==> src/rtl/gpu_blitter.sv <==
// Rectangle engine: copies a 16-bit image rectangle into the framebuffer (with optional
// per-axis flip) or fills a rectangle with a constant colour, one command at a time.
module gpu_blitter #(
  parameter int FB_WIDTH  = 400,
  parameter int FB_HEIGHT = 240,
  parameter int ADDR_W    = 32,
  parameter int XW        = $clog2(FB_WIDTH) + 3,
  parameter int YW        = $clog2(FB_HEIGHT) + 3
) (
  input  logic                        clk,
  input  logic                        reset,
  input  logic                        cmd_valid,
  output logic                        cmd_ready,
  input  logic                        cmd_mode,
  input  logic                        cmd_flip_x,
  input  logic                        cmd_flip_y,
  input  logic [ADDR_W-1:0]           cmd_address,
  input  logic [15:0]                 cmd_src_x,
  input  logic [15:0]                 cmd_src_y,
  input  logic [15:0]                 cmd_image_width,
  input  logic [XW-1:0]               cmd_width,
  input  logic [YW-1:0]               cmd_height,
  input  logic [XW-1:0]               cmd_x,
  input  logic [YW-1:0]               cmd_y,
  input  logic [15:0]                 cmd_color,
  output logic [ADDR_W-1:0]           mem_addr,
  output logic                        mem_read,
  input  logic [15:0]                 mem_data,
  input  logic                        mem_valid,
  output logic [$clog2(FB_WIDTH):0]   fb_x,
  output logic [$clog2(FB_HEIGHT):0]  fb_y,
  output logic [15:0]                 fb_color,
  output logic                        fb_write,
  output logic                        busy,
  output logic                        done
);

  localparam int FXW = $clog2(FB_WIDTH) + 1;
  localparam int FYW = $clog2(FB_HEIGHT) + 1;

  typedef enum logic [2:0] {IDLE, FETCH, WRITE, FILL, DONE} state_t;

  state_t              state;
  logic                flip_x, flip_y;
  logic [ADDR_W-1:0]   address;
  logic [15:0]         src_x, src_y, image_width, color, data;
  logic [XW-1:0]       width, x, px;
  logic [YW-1:0]       height, y, py;

  logic [XW-1:0]       sx, dx, next_px;
  logic [YW-1:0]       sy, dy, next_py;
  logic                last_px, last_py, last, visible;
  logic [ADDR_W-1:0]   fetch_addr;

  assign last_px = (px == width - XW'(1));
  assign last_py = (py == height - YW'(1));
  assign last    = last_px && last_py;
  assign next_px = last_px ? '0 : px + XW'(1);
  assign next_py = last_px ? py + YW'(1) : py;

  assign sx = flip_x ? (width - XW'(1) - px) : px;
  assign sy = flip_y ? (height - YW'(1) - py) : py;
  assign dx = x + px;
  assign dy = y + py;
  // Wrapped "negative" destinations land far above the framebuffer and clip here.
  assign visible = (dx < XW'(FB_WIDTH)) && (dy < YW'(FB_HEIGHT));

  assign fetch_addr = address + (((ADDR_W'(src_y) + ADDR_W'(sy)) * ADDR_W'(image_width)
                      + ADDR_W'(src_x) + ADDR_W'(sx)) << 1);

  assign mem_read  = (state == FETCH) && visible;
  assign mem_addr  = mem_read ? fetch_addr : '0;
  assign fb_x      = dx[FXW-1:0];
  assign fb_y      = dy[FYW-1:0];
  assign fb_color  = (state == FILL) ? color : data;
  assign fb_write  = ((state == WRITE) && data[0]) || ((state == FILL) && visible);
  assign busy      = (state != IDLE);
  assign cmd_ready = (state == IDLE);
  assign done      = (state == DONE);

  // Command latch, pixel walk and fetch/write sequencing.
  always_ff @(posedge clk or posedge reset) begin
    if (reset) begin
      state       <= IDLE;
      flip_x      <= 1'b0;
      flip_y      <= 1'b0;
      address     <= '0;
      src_x       <= '0;
      src_y       <= '0;
      image_width <= '0;
      color       <= '0;
      data        <= '0;
      width       <= '0;
      height      <= '0;
      x           <= '0;
      y           <= '0;
      px          <= '0;
      py          <= '0;
    end else begin
      case (state)
        IDLE: begin
          if (cmd_valid) begin
            flip_x      <= cmd_flip_x;
            flip_y      <= cmd_flip_y;
            address     <= cmd_address;
            src_x       <= cmd_src_x;
            src_y       <= cmd_src_y;
            image_width <= cmd_image_width;
            color       <= cmd_color;
            width       <= cmd_width;
            height      <= cmd_height;
            x           <= cmd_x;
            y           <= cmd_y;
            px          <= '0;
            py          <= '0;
            if (cmd_width == '0 || cmd_height == '0) state <= DONE;
            else if (cmd_mode)                       state <= FILL;
            else                                     state <= FETCH;
          end
        end
        FETCH: begin
          if (!visible) begin
            if (last) state <= DONE;
            else begin
              px <= next_px;
              py <= next_py;
            end
          end else if (mem_valid) begin
            data  <= mem_data;
            state <= WRITE;
          end
        end
        WRITE: begin
          if (last) state <= DONE;
          else begin
            px    <= next_px;
            py    <= next_py;
            state <= FETCH;
          end
        end
        FILL: begin
          if (last) state <= DONE;
          else begin
            px <= next_px;
            py <= next_py;
          end
        end
        DONE:    state <= IDLE;
        default: state <= IDLE;
      endcase
    end
  end

endmodule

==> config.mk <==
export PLATFORM = sky130hd
export DESIGN_NAME = gpu_blitter
export DESIGN_NICKNAME = d
export VERILOG_FILES = /design/src/rtl/gpu_blitter.sv
export SDC_FILE = /design/constraint.sdc
export NUM_CORES = 1
export LEC_CHECK = 0
export ABC_AREA = 1
export BUFFER_PORTS_ARGS = -buffer_cell sky130_fd_sc_hd__clkbuf_2
export CORE_MARGIN = 4
export CORE_UTILIZATION = 60
export CTS_BUF_LIST = sky130_fd_sc_hd__clkbuf_8 sky130_fd_sc_hd__clkbuf_16
export CTS_CLUSTER_DIAMETER = 120
export DETAILED_ROUTE_END_ITERATION = 8
export GPL_TIMING_DRIVEN = 0
export PLACE_DENSITY_LB_ADDON = 0.12
export SLEW_MARGIN = 20
export SYNTH_ARGS = -nofsm -noshare
export SYNTH_HDL_FRONTEND = slang
export SYNTH_SLANG_ARGS = --single-unit
==> constraint.sdc <==
create_clock -name clk -period 23 [get_ports clk]
set_input_delay 2.3 -clock clk [delete_from_list [all_inputs] [get_ports clk]]
set_output_delay 2.3 -clock clk [all_outputs]
set_load 0.02 [all_outputs]
* After elaboration in Yosys (flattened, before gate mapping) *
Index checks and enable logic that the tools add are counted.
W data, S select, Z words.

word-level totals
  logic and storage cells = 78
  output and inout bits = 72
  input port bits = 165
  register bits after elaboration = 186

operators by class
  add/subtract/negate cells = 12
  $mul = 1
  order comparisons = 2
  equality and inequality tests = 9
  muxes and demuxes = 22
  reductions and logical operators = 17

operators with widths
  operator                 count
  $mux W12                 5
  $mux W11                 5
  $pmux W12 S3             1
  $pmux W11 S3             1
  $add A32 B32 Y32         1
  $mux W32                 1
  $add A31 B12 Y31         1
  $add A31 B16 Y31         1
  $mul A17 B16 Y31         1
  $mux W3                  6
  $add A16 B11 Y17         1
  $mux W16                 1
  $add A12 B1 Y12 const B  1
  $add A12 B12 Y12         1
  $eq A12 B12 Y1           1
  $logic_not A12 Y1        1
  $lt A12 B9 Y1 const B    1
  $pmux W3 S4              1
  $sub A12 B1 Y12 const B  1
  $sub A12 B12 Y12         1
  $add A11 B1 Y11 const B  1
  $add A11 B11 Y11         1
  $eq A11 B11 Y1           1
  $logic_not A11 Y1        1
  16 further kinds         26

* Depth between registers and ports, before layout *
Gate-level depths: netlist of run 1.

  word-level depth = 9
  depth in mapped cells = 62
  gate-level depth less buffers = 61

* Worst setup path after synthesis of run 1 *
No wires, ideal clock.

  kind = register -> output
  start = reg height[0]
  end = out mem_addr[30]
  setup slack = 10.853 ns
  path buffers = 1
  required time = 20.700 ns
  data arrival time = 9.847 ns
  stages on the path, launching flop included = 51
  cells stage by stage = dfrtp_1 -> inv_1 -> ha_1 -> nand2_1 -> nor4_1 -> xor2_1 -> ha_1 -> nand2_1 -> nor3_1 -> nand3_1 -> o2111ai_1 -> or2_2 -> nand3_1 -> o21ai_0 -> ha_1 -> a21oi_1 -> o21ai_0 -> o21bai_1 -> [15 not listed] -> a21oi_1 -> a21boi_0 -> nand3_1 -> a21oi_1 -> nor2_1 -> nor2_1 -> o21ai_0 -> nand2_1 -> nand2_1 -> xor2_1 -> ha_1 -> inv_1 -> nor3_1 -> nor3b_1 -> nand4_1 -> nand3_1 -> nand2_1 -> nor2_1

between the ends
  cells in the longest elaborated chain, start to end = 9

ends and longest elaborated chain
  what                      line  text
  start: declaration        48    logic [YW-1:0] height, y, py;
  start signal: assignment  111   height <= cmd_height;
  $sub A11 B1 Y11           62    assign sy = flip_y ? (height - YW'(1) - py) : py;
  $sub A11 B11 Y11          62
  $mux W11                  62
  $add A16 B11 Y17          68    assign fetch_addr = address + (((ADDR_W'(src_y) + ADDR_W'(sy)) * ADDR_W'(image_width)
  $mul A17 B16 Y31          68
  $add A31 B16 Y31          69    + ADDR_W'(src_x) + ADDR_W'(sx)) << 1);
  $add A31 B12 Y31          69
  $add A32 B32 Y32          68
  $mux W32                  72    assign mem_addr = mem_read ? fetch_addr : '0;
  end: declaration          26    output logic [ADDR_W-1:0] mem_addr,

No other way between the ends.

* Worst setup path in the final report of run 1 *
Ends and elaborated chain as after synthesis.

==> results.py, run 1 <==
metrics = {
    "placed_design": {
        "place_congestion": 0.975,
        "dpl.hpwl_mm": 53.8,
        "post_dp_cell_area_um2": 24300,
        "pre_cts_slack_ns": 8.66,
        "port_buffers": 236,
    },
    "route": {
        "post_drt_wl_per_cell_um": 17.8,
        "wl_mm": 64.9,
        "drtAntennaViolNets": 0,
        "vias": 20100,
        "drt_iter0_drc": 1419,
        "viasPerCell": 5.50,
        "drtPass1Iterations": 5,
        "drc_errors": 0,
    },
    "worst_setup_path": {
        "worst_r2r_path_depth": 15,
        "arrival_ns": 12.74,
        "crit_required_ns": 20.70,
        "slowest_stage": "fa_1",
        "cp-start-kind": "flip-flop",
        "reg2reg_slack_ns": 19.45,
        "crit_top_cell": "nand2_1",
        "r2r_end": "px[11]",
        "timing.rr.start": "width[0]",
        "end_kind": "output port",
        "critPathKind": "flip-flop to output port",
        "cp_max_fo": 10,
        "cpPeakStageDelay_ns": 0.57,
    },
    "run_status": {
        "status": "completed",
    },
    "logic_synthesis": {
        "synth_area_um2": 22500,
        "avgSynthCellArea_um2": 7.73,
        "yosysSeqAreaShare_pct": 20.7,
        "yosys.cell_types.count": 48,
        "ys_seq_elements": 186,
        "syn-num-nets": 3504,
        "synth_warnings": 0,
        "netlist_instances": 2911,
    },
    "global_routing": {
        "grt_use_met2_pct": 53.1,
        "antenna_found_initial": 0,
        "use_met3_pct": 6.74,
        "grt_start_max_net_pins": 98,
        "use_met1_pct": 43.8,
        "grt_pass1_vias": 20900,
        "busiest_layer": "met2",
        "grt_pass1_wl_mm": 106,
        "overflow": 0,
        "grtUsageTotal_pct": 32.7,
    },
    "floorplanning": {
        "die_area_um2": 40700,
        "initial_core_util_pct": 61.2,
        "rows": 70,
        "dieWidth_um": 202,
        "io_pins": 237,
        "core_um2": 36800,
        "die_h_um": 202,
    },
    "timing": {
        "fmax_mhz": 66.5,
        "finalSetupTns_ns": 0,
        "worst_pin_slew_ns": 1.01,
        "slew_violations": 0,
        "rsz0062_at_grt": "false",
        "slew-limit-headroom_pct": 33.0,
        "final.setup.worst_slack_ns": 7.96,
        "fin_crit_sh_pct": 65.4,
        "finClkSkew_ns": 0.0170,
        "fin_crit_ns": 15.04,
        "hold_violations": 0,
        "setup_viol": 0,
    },
    "layout": {
        "n_antenna_cell": 0,
        "drive_gt1_share_pct": 12.5,
        "fin_nets": 3760,
        "fill_cells": 3190,
        "fin_area_um2": 24900,
        "final_core_util_pct": 67.7,
        "area_growth_pct": 10.6,
    },
    "clocking": {
        "cts_buffers": 17,
        "root_buffer": "clkbuf_16",
        "post_cts_resized": 0,
        "clk_pin_slew_ns": 0.07,
        "clk_latency_ns": 0.49,
        "holdBufCountCts": 0,
        "htreeDepth": 4,
        "post_cts_buffers": 0,
        "cts_buffer_depth": 2,
        "numClockSinks": 186,
        "cts_tree": "yes",
    },
    "worst_hold_path": {
        "hp-start": "data[7]",
        "whs_path_depth": 2,
        "hp-class": "flip-flop to flip-flop",
        "worstHoldEndpoint": "data[7]",
    },
    "job": {
        "maxCapViolCount": 0,
    },
}
-- metal layers --
| metal | vias to the layer above | routed length [um] | share of wire (%) |
|---|---|---|---|
| li1 | 9538 | - | - |
| met5 | - | 0 | 0 |
| met3 | 122 | 5160 | 8.0 |
| met1 | 9598 | 27900 | 43 |
| met2 | 796 | 29600 | 46 |
| met4 | 0 | 2230 | 3.4 |
-- how the worst max path moves through the flow --
stage / from / endpoint / slack (ns) / cells past startpoint
finish: height[0] / mem_addr[30] / 7.96 / 51
global route: height[0] / mem_addr[30] / 7.08 / 51
CTS: height[0] / mem_addr[30] / 8.06 / 51
detailed placement: height[0] / mem_addr[30] / 8.66 / 51
global placement: height[0] / mem_addr[30] / 8.79 / 51
floorplan: height[0] / mem_addr[30] / 10.85 / 50
-- sequential cells by signal, indices dropped and copies added, names as in the netlist --
name         cells
flip_y           1
state            3
src_y           16
flip_x           1
y               11
px              12
image_width     16
py              11
width           12
address         32
height          11
x               12
color           16
src_x           16
data            16
-- cell usage after synthesis, drive strengths merged --
master   instances  area share [%]
and3             1           0.028
clkinv           8            0.13
o21bai           4            0.13
a221oi           1           0.039
a31oi           10            0.28
xor2            65             2.5
nand4           25            0.69
o22ai            2           0.056
o31ai            4            0.13
nor3            37            0.82
nor4            14            0.39
o21ai          128             3.0
clkbuf          61             1.0
a21oi          178             4.0
nand2          598              10
fa             241              21
or2             15            0.42
nor3b            3            0.12
o2111ai          2           0.078
inv            585             9.8
buf             16            0.39
o211ai           3            0.10
nand3b          13            0.43
o221ai           2           0.078
xnor2           31             1.2
ha             187              10
nor2           309             5.2
mux2            77             3.9
nand3           89             2.0
o21a             4            0.13
a21o             6            0.20
a211oi           3            0.10
dfrtp          186              21
a21boi           3            0.10
-- cell type report --
cell class                 instances  area (um^2)  area share [%]
multi-input combinational       2055        15300            61.6
sequential                       186         4650            18.7
inverter                         593         2230            8.97
timing repair buffer             237         1210            4.85
tap                              468          586            2.35
clock buffer                      20          467            1.87
buffer                            77          324            1.30
clock inverter                    11          100           0.402
-- critical path: cells and delay by family (launching register included) --
family                   cells  cell delay [ns]
AO/OA/AOI/OAI                9             1.86
XOR/XNOR                     2             0.29
adder cells (fa/ha/maj)     11             4.75
buffers and inverters        8             1.12
flip-flops                   1             0.39
AND/OR/NAND/NOR             21             3.83
-- cells in the final DEF, fill, tap and decap left out, types with 56 or more instances in the layout --
| cell | netlist | routed |
|---|---|---|
| a21oi_1 | 174 | 174 |
| clkbuf_1 | 59 | 56 |
| clkbuf_2 | 2 | 241 |
| dfrtp_1 | 186 | 186 |
| fa_1 | 241 | 241 |
| ha_1 | 187 | 187 |
| inv_1 | 583 | 582 |
| mux2_2 | 77 | 77 |
| nand2_1 | 596 | 596 |
| nand3_1 | 87 | 87 |
| nor2_1 | 305 | 305 |
| o21ai_0 | 120 | 120 |
| xor2_1 | 65 | 63 |
-- per-stage QoR --
stage,std cells,hold slack [ns]
6_report,3647,0.513
5_1_grt,3647,0.530
2_1_floorplan,2911,0.463
3_3_place_gp,3615,0.481
3_5_place_dp,3616,0.494
4_1_cts,3647,0.511
-- logic make-up (layout without fill, tap and decap cells) --
group                    Yosys count  after routing  share of synthesized area (%)
AO/OA/AOI/OAI                    350            350                           8.43
multiplexers                      77             77                           3.85
AND/OR/NAND/NOR                 1104           1104                           20.2
buffers and inverters            670            938                           11.3
adder cells (fa/ha/maj)          428            428                           31.8
flip-flops                       186            186                           20.7
XOR/XNOR                          96             96                           3.74
Power of run 1 is not shown: default switching activity piles up to over one toggle a cycle in this logic, so the estimate is an artifact.
==> run 2: changes to the inputs <==
CORE_UTILIZATION = 56   (was 60)
clock period = 12.62 ns   (was 23 ns; I/O delays follow)
==> results.py, run 2 (synthesis gave the netlist of run 1 again) <==
metrics = {
    "global_routing": {
        "overflow": 0,
        "grt_start_max_net_pins": 98,
        "grt_pass1_vias": 21300,
        "grtUsageTotal_pct": 31.9,
        "antenna_found_initial": 0,
        "grt_pass1_wl_mm": 110,
    },
    "run_status": {
        "status": "completed",
    },
    "route": {
        "topRoutingLayerUsed": "met4",
        "vias": 20400,
        "drc_errors": 0,
        "drtAntennaViolNets": 0,
        "met1Wirelength_mm": 28.9,
        "wl_mm": 68.2,
        "met2_length_mm": 31.8,
        "drtPass1Iterations": 8,
        "route.met3.wl_mm": 4.71,
        "post_drt_wl_per_cell_um": 18.2,
        "drt_iter0_drc": 1332,
        "viasPerCell": 5.44,
    },
    "worst_setup_path": {
        "crit_required_ns": 11.36,
        "cpPeakStageDelay_ns": 0.57,
        "worst_r2r_path_depth": 8,
        "slowest_stage": "fa_1",
        "reg2reg_slack_ns": 8.77,
        "crit_top_cell": "nand2_1",
        "arrival_ns": 10.81,
        "timing.rr.start": "state[1]",
        "critPathKind": "flip-flop to output port",
        "end_kind": "output port",
        "r2r_end": "flip_y",
        "cp-start-kind": "flip-flop",
        "cp_max_fo": 7,
    },
    "layout": {
        "layout_commonest_cell": "nand2_1",
        "largest-register": "address",
        "most-common-layout-cells": "nand2_1, inv_1, nor2_1",
        "area_growth_pct": 14.7,
        "largest_reg_flops": 32,
        "fill_cells": 3597,
        "n_antenna_cell": 0,
        "stdcell_count": 3741,
        "drive_gt1_share_pct": 16.3,
        "fin_nets": 3796,
        "fin_area_um2": 25800,
    },
    "floorplanning": {
        "dieWidth_um": 208,
        "core_um2": 39700,
        "die_area_um2": 43500,
        "io_pins": 237,
        "initial_core_util_pct": 56.7,
        "die_h_um": 208,
        "rows": 73,
    },
    "timing": {
        "fmax_mhz": 82.9,
        "final.setup.worst_slack_ns": 0.552,
        "fin_crit_sh_pct": 95.6,
        "worst_pin_slew_ns": 1.13,
        "fin_crit_ns": 12.07,
        "slew-limit-headroom_pct": 24.7,
        "finClkSkew_ns": 0.0119,
        "hold_violations": 0,
        "worst_hold_slack_ns": 0.503,
        "setup_viol": 0,
        "slew_violations": 0,
    },
    "placed_design": {
        "dp_cells": 3673,
        "post_dp_cell_area_um2": 24400,
        "place_congestion": 0.945,
        "pre_cts_slack_ns": -0.603,
        "port_buffers": 236,
        "dpl.hpwl_mm": 55.5,
    },
    "job": {
        "maxCapViolCount": 0,
    },
    "clocking": {
        "clk_pin_slew_ns": 0.08,
        "cts_buffer_depth": 2,
        "root_buffer": "clkbuf_16",
        "htreeDepth": 4,
        "holdBufCountCts": 0,
        "cts_buffers": 17,
        "numClockSinks": 186,
        "cts_tree": "yes",
        "clk_latency_ns": 0.51,
    },
    "worst_hold_path": {
        "hp-start": "data[8]",
        "worstHoldEndpoint": "data[8]",
        "whs_path_depth": 2,
        "hp-class": "flip-flop to flip-flop",
    },
}
==> run 2: metal layers <==
metal  vias to the layer above  track usage (%)
met4                         0             12.7
met3                       160             6.21
met1                      9896             42.0
met2                       693             52.3
met5                         -                0
li1                       9617                -
==> run 2: worst max-delay path, delay by kind of cell, from the launching register on <==
family / cells / cell delay [ns]
fa+ha+maj: 11 / 4.55
compound gates: 11 / 1.61
xor+xnor: 2 / 0.35
flops: 1 / 0.40
buf+inv: 8 / 0.73
simple gates: 25 / 2.62
==> run 2: area by class of cell <==
type | count | area (um^2) | share of cell area, %
multi-input cells | 2055 | 15800 | 61.2
flip-flops and latches | 186 | 4660 | 18.0
inverters | 593 | 2240 | 8.69
repair buffers | 275 | 1510 | 5.85
well taps | 525 | 657 | 2.54
clock buffers | 18 | 439 | 1.70
plain buffers | 75 | 340 | 1.32
clock inverters | 14 | 174 | 0.674
==> run 2: worst max-delay path by stage <==
stage                   start  cells past startpoint      endpoint
global route        height[1]                     57  mem_addr[31]
detailed placement  height[0]                     51  mem_addr[30]
CTS                 height[0]                     50  mem_addr[30]
finish              height[0]                     57  mem_addr[31]
floorplan           height[0]                     50  mem_addr[30]
global placement    height[0]                     51  mem_addr[30]
==> run 2: what timing repair did <==
item,CTS,global route
endpoints found under the setup margin,15,17
pin swaps,3,41
gates resized for setup,43,104
setup buffers,6,32
==> run 2: metrics by stage <==
step           util, %  setup TNS, ns
2_1_floorplan        -              0
3_3_place_gp      61.3          -1.99
3_5_place_dp      61.4          -2.41
4_1_cts           63.4              0
5_1_grt           65.0         -0.338
6_report          65.0              0
Power of run 2 is left out for the same reason.
